--- src/rtl/custcounter_pkg.sv ---
// Shared constants and state type for the custom +5/-2 counter generator and checker.
package custcounter_pkg;

  localparam int unsigned CC_WIDTH = 8;
  localparam int unsigned CC_INC   = 5;
  localparam int unsigned CC_DEC   = 2;

  typedef enum logic [1:0] {
    ST_IDLE,
    ST_SYNC,
    ST_LOCKED
  } chk_state_t;

endpackage

--- src/rtl/cc_step_predict.sv ---
// Combinational step helper: predicts the next count from prev/phase and classifies
// the observed difference as a +INC or -DEC step.
module cc_step_predict
  import custcounter_pkg::*;
#(
  parameter int unsigned WIDTH = CC_WIDTH,
  parameter int unsigned INC   = CC_INC,
  parameter int unsigned DEC   = CC_DEC
) (
  input  logic [WIDTH-1:0] i_prev,
  input  logic             i_next_add,
  input  logic [WIDTH-1:0] i_sample,
  output logic [WIDTH-1:0] o_pred,
  output logic             o_is_inc,
  output logic             o_is_dec
);

  logic [WIDTH-1:0] w_diff;

  always_comb begin
    w_diff   = i_sample - i_prev;
    o_pred   = i_next_add ? (i_prev + WIDTH'(INC)) : (i_prev - WIDTH'(DEC));
    o_is_inc = (w_diff == WIDTH'(INC));
    // -DEC modulo 2**WIDTH
    o_is_dec = (w_diff == (WIDTH'(0) - WIDTH'(DEC)));
  end

endmodule

--- config.mk ---
export PLATFORM = sky130hd
export DESIGN_NAME = cc_step_predict
export DESIGN_NICKNAME = d
export VERILOG_FILES = /design/src/rtl/custcounter_pkg.sv /design/src/rtl/cc_step_predict.sv
export SDC_FILE = /design/constraint.sdc
export NUM_CORES = 1
export LEC_CHECK = 0
export ABC_AREA = 1
export BUFFER_PORTS_ARGS = -buffer_cell sky130_fd_sc_hd__buf_2
export CORE_MARGIN = 1.5
export CORE_UTILIZATION = 50
export DETAILED_ROUTE_END_ITERATION = 16
export PLACE_DENSITY_LB_ADDON = 0.05
export SLEW_MARGIN = 0
export SYNTH_ARGS = -nofsm -noshare
export SYNTH_HDL_FRONTEND = slang
export SYNTH_SLANG_ARGS = --single-unit
--- constraint.sdc ---
create_clock -name vclk -period 3.48
set_clock_uncertainty 0.2 [all_clocks]
set_input_delay 0.696 -clock vclk [all_inputs]
set_output_delay 0.696 -clock vclk [all_outputs]
set_load 0.05 [all_outputs]
; After elaboration in Yosys (flattened, before gate mapping)
; Index checks and enable logic that the tools add are counted.
[classes]
addsub = 3
eq_ne = 2
n_mux = 1
[op_table]
columns = op, n
row1 = $add A8 B3 Y8 const B, 1
row2 = $eq A8 B3 Y1 const B, 1
row3 = $eq A8 B8 Y1 const B, 1
row4 = $mux W8, 1
row5 = $sub A8 B2 Y8 const B, 1
row6 = $sub A8 B8 Y8, 1
[word_totals]
regBits = 0
wordCells = 6

; Depth between registers and ports, before layout
[logic_depth]
ltp_word = 2
ltp_mapped = 12
depth_no_buf = 12

; Least setup slack after synthesis
; OpenSTA, ideal clock, no wires.
[synth_timing]
kind = input to output
from = in i_sample[0]
to = out o_is_inc
arrival_ps = 2604
required_ps = 2584
setup_slack_ps = -20
stages = 10
n_path_buf = 0
cell_sequence = inv_1 ha_1 fa_1 inv_1 or2_2 nor2_1 nand3_1 nor2_1 nand2_1 nor2_1
[synth_via]
elab_chain_len = 2
[synth_rtl]
columns = item, line_no
row1 = "start, declared", cc_step_predict.sv:12  ; input logic [WIDTH-1:0] i_sample,
row2 = $sub A8 B8 Y8, cc_step_predict.sv:21  ; w_diff = i_sample - i_prev;
row3 = $eq A8 B3 Y1, cc_step_predict.sv:23  ; o_is_inc = (w_diff == WIDTH'(INC));
row4 = "end, declared", cc_step_predict.sv:14  ; output logic o_is_inc,
; No other way between the ends.

; Worst setup path after layout
[layout_timing]
from = in i_prev[0]
to = out o_is_inc
[layout_via]
elab_chain_len = 2
[layout_rtl]
columns = item, line_no
row1 = "start, declared", cc_step_predict.sv:10  ; input logic [WIDTH-1:0] i_prev,
row2 = $sub A8 B8 Y8, cc_step_predict.sv:21
row3 = $eq A8 B3 Y1, cc_step_predict.sv:23
; No other way between the ends.

==> out/qor.yml <==
run_status: "completed"
ir_drop_uv: 129
maxSlewViolCount: 0
die_area_um2: 1750
crit_path_top_delay_cell: "fa_1"
cp_max_fo: 5
grt_max_degree: 10
track_usage: 0.206
grt_pass1_wl_um: 3040
clock.fmax_mhz: 300
drive_above_1_share: 0.188
drc_errors: 0
setup_viol: 0
synth-seq-area-share: 0
antenna_cells: 0
ant_nets: 0
rsz0062_at_grt: "no"
hold-worst-slack_ns: 1.56
die_w_um: 41.9
synth_cell_type_count: 16
antenna_found_initial: 0
cp-start-kind: "input port"
slew_headroom: 0.770
min_period_ns: 3.34
grt_pass1_vias: 758
crit_family: "adder cells"
max_stage_delay_ns: 0.49
die_h_um: 41.9
vias: 924
cts_setup_buffers: 0
setup_slack_ns: 0.144
syn_area_per_cell_um2: 5.25
tightestPinTransition_ns: 0.342
wl_per_cell_um: 9.50
cap_violations: 0
firstDrtPassIters: 4
final_common_cell: "nand2_1"
cp.arrival_ns: 2.44
timing.final.crit_share: 0.959
crit_required_ns: 2.58
syn2layout_area_growth_pct: 21.2
ys_warn_count: 0
crit_chain: "buf_2 > ha_1 > fa_1 > inv_1 > or2_2 > nor2_1 > nand3_1 > nor2_1 > nand2_1 > nor2_2 > buf_6"
clkbuf_count: 0
hp-class: "input port to primary output"
core_um2: 1350
syn_area_um2: 756
layout.nets: 201
cp.buffers_inverters: 3
grt_overflow: 0
total_leakage_power_nw: 0.590
vias_per_cell: 4.99
finalSetupTns_ns: 0
start_util: 0.560
hold_viol: 0
rows: 13
dp_hpwl_um: 1570
gp_congestion: 0.844
criticalPathCategory: "input port to primary output"
power_density_nw_per_um2: 182
dp_slack_ns: 0.0713
portBuffers: 27
drt_iter0_markers: 27
wl_um: 1760
seq_area_um2: 0
synth_nets: 173
end_kind: "primary output"
syn_inst: 144
mostFrequentLayoutCells: "nand2_1 (50), inv_1 (28), buf_2 (25)"
io_pins: 27
cpMostUsedCell: "nor2_1"
seq_cells: 0
per-layer routing:
| metal | track usage | up-vias | routed length, um |
|---|---|---|---|
| met5 | 0 | - | 0 |
| met4 | 0 | 0 | 0 |
| met3 | 0 | 0 | 66 |
| met2 | 0.381 | 23 | 861 |
| met1 | 0.281 | 394 | 831 |
| li1 | - | 507 | - |
logic make-up (layout without fill, tap and decap cells):
group / after synthesis / in the layout / share of synthesized area
AND/OR/NAND/NOR: 84 / 84 / 0.478
buffers and inverters: 29 / 55 / 0.146
adder cells (fa/ha/maj): 12 / 12 / 0.209
AO/OA/AOI/OAI: 11 / 11 / 0.0745
XOR/XNOR: 8 / 8 / 0.0927
final timing paths:
check / start / end / slack (ns) / depth (start not counted)
worst min-delay path: i_prev[6] / o_pred[6] / 1.56 / 3
worst max-delay path: i_prev[0] / o_is_inc / 0.14 / 11
cells in the mapped netlist:
library cell / instances / area share
a21oi_1: 7 / 0.046
buf_2: 1 / 0.0066
fa_1: 1 / 0.026
ha_1: 11 / 0.18
inv_1: 28 / 0.14
nand2_1: 50 / 0.25
nand2_2: 1 / 0.0083
nand3_1: 13 / 0.086
nand3_2: 1 / 0.013
nand3b_1: 1 / 0.0099
nand4_1: 5 / 0.041
nor2_1: 11 / 0.055
o21ai_0: 3 / 0.020
o22ai_1: 1 / 0.0083
or2_2: 2 / 0.017
xor2_1: 8 / 0.093
metrics by stage:
stage / area, um^2 / instances / util / power [mW]
4_1_cts: 907 / 185 / 0.672 / 0.167
5_1_grt: 916 / 185 / 0.678 / 0.187
3_3_place_gp: 907 / 185 / 0.672 / 0.162
3_5_place_dp: 907 / 185 / 0.672 / 0.166
2_1_floorplan: 758 / 144 / - / 0.127
6_report: 916 / 185 / 0.678 / 0.167
power breakdown:
part	total [mW]	switching, mW	internal (mW)
clock network	0	0	0
registers	0	0	0
logic	0.167	0.112	0.0546
area by class of cell:
| cell class | count | area [um^2] |
|---|---|---|
| fill | 152 | 434 |
| inverter | 28 | 105 |
| multi-input combinational | 115 | 648 |
| tap | 15 | 18.8 |
| timing repair buffer | 27 | 144 |
tightest hold or removal path, delay by kind of cell:
family                    cells  cell delay [ns]
xor gates and xnor gates      1             0.06
buffers and inverters         2             0.31
repair_timing:
action,4_1_cts,5_1_grt
setup endpoints to repair,0,2
gates resized for setup,0,5
hold buffers,0,0
Power figures use the tool's default switching activity.
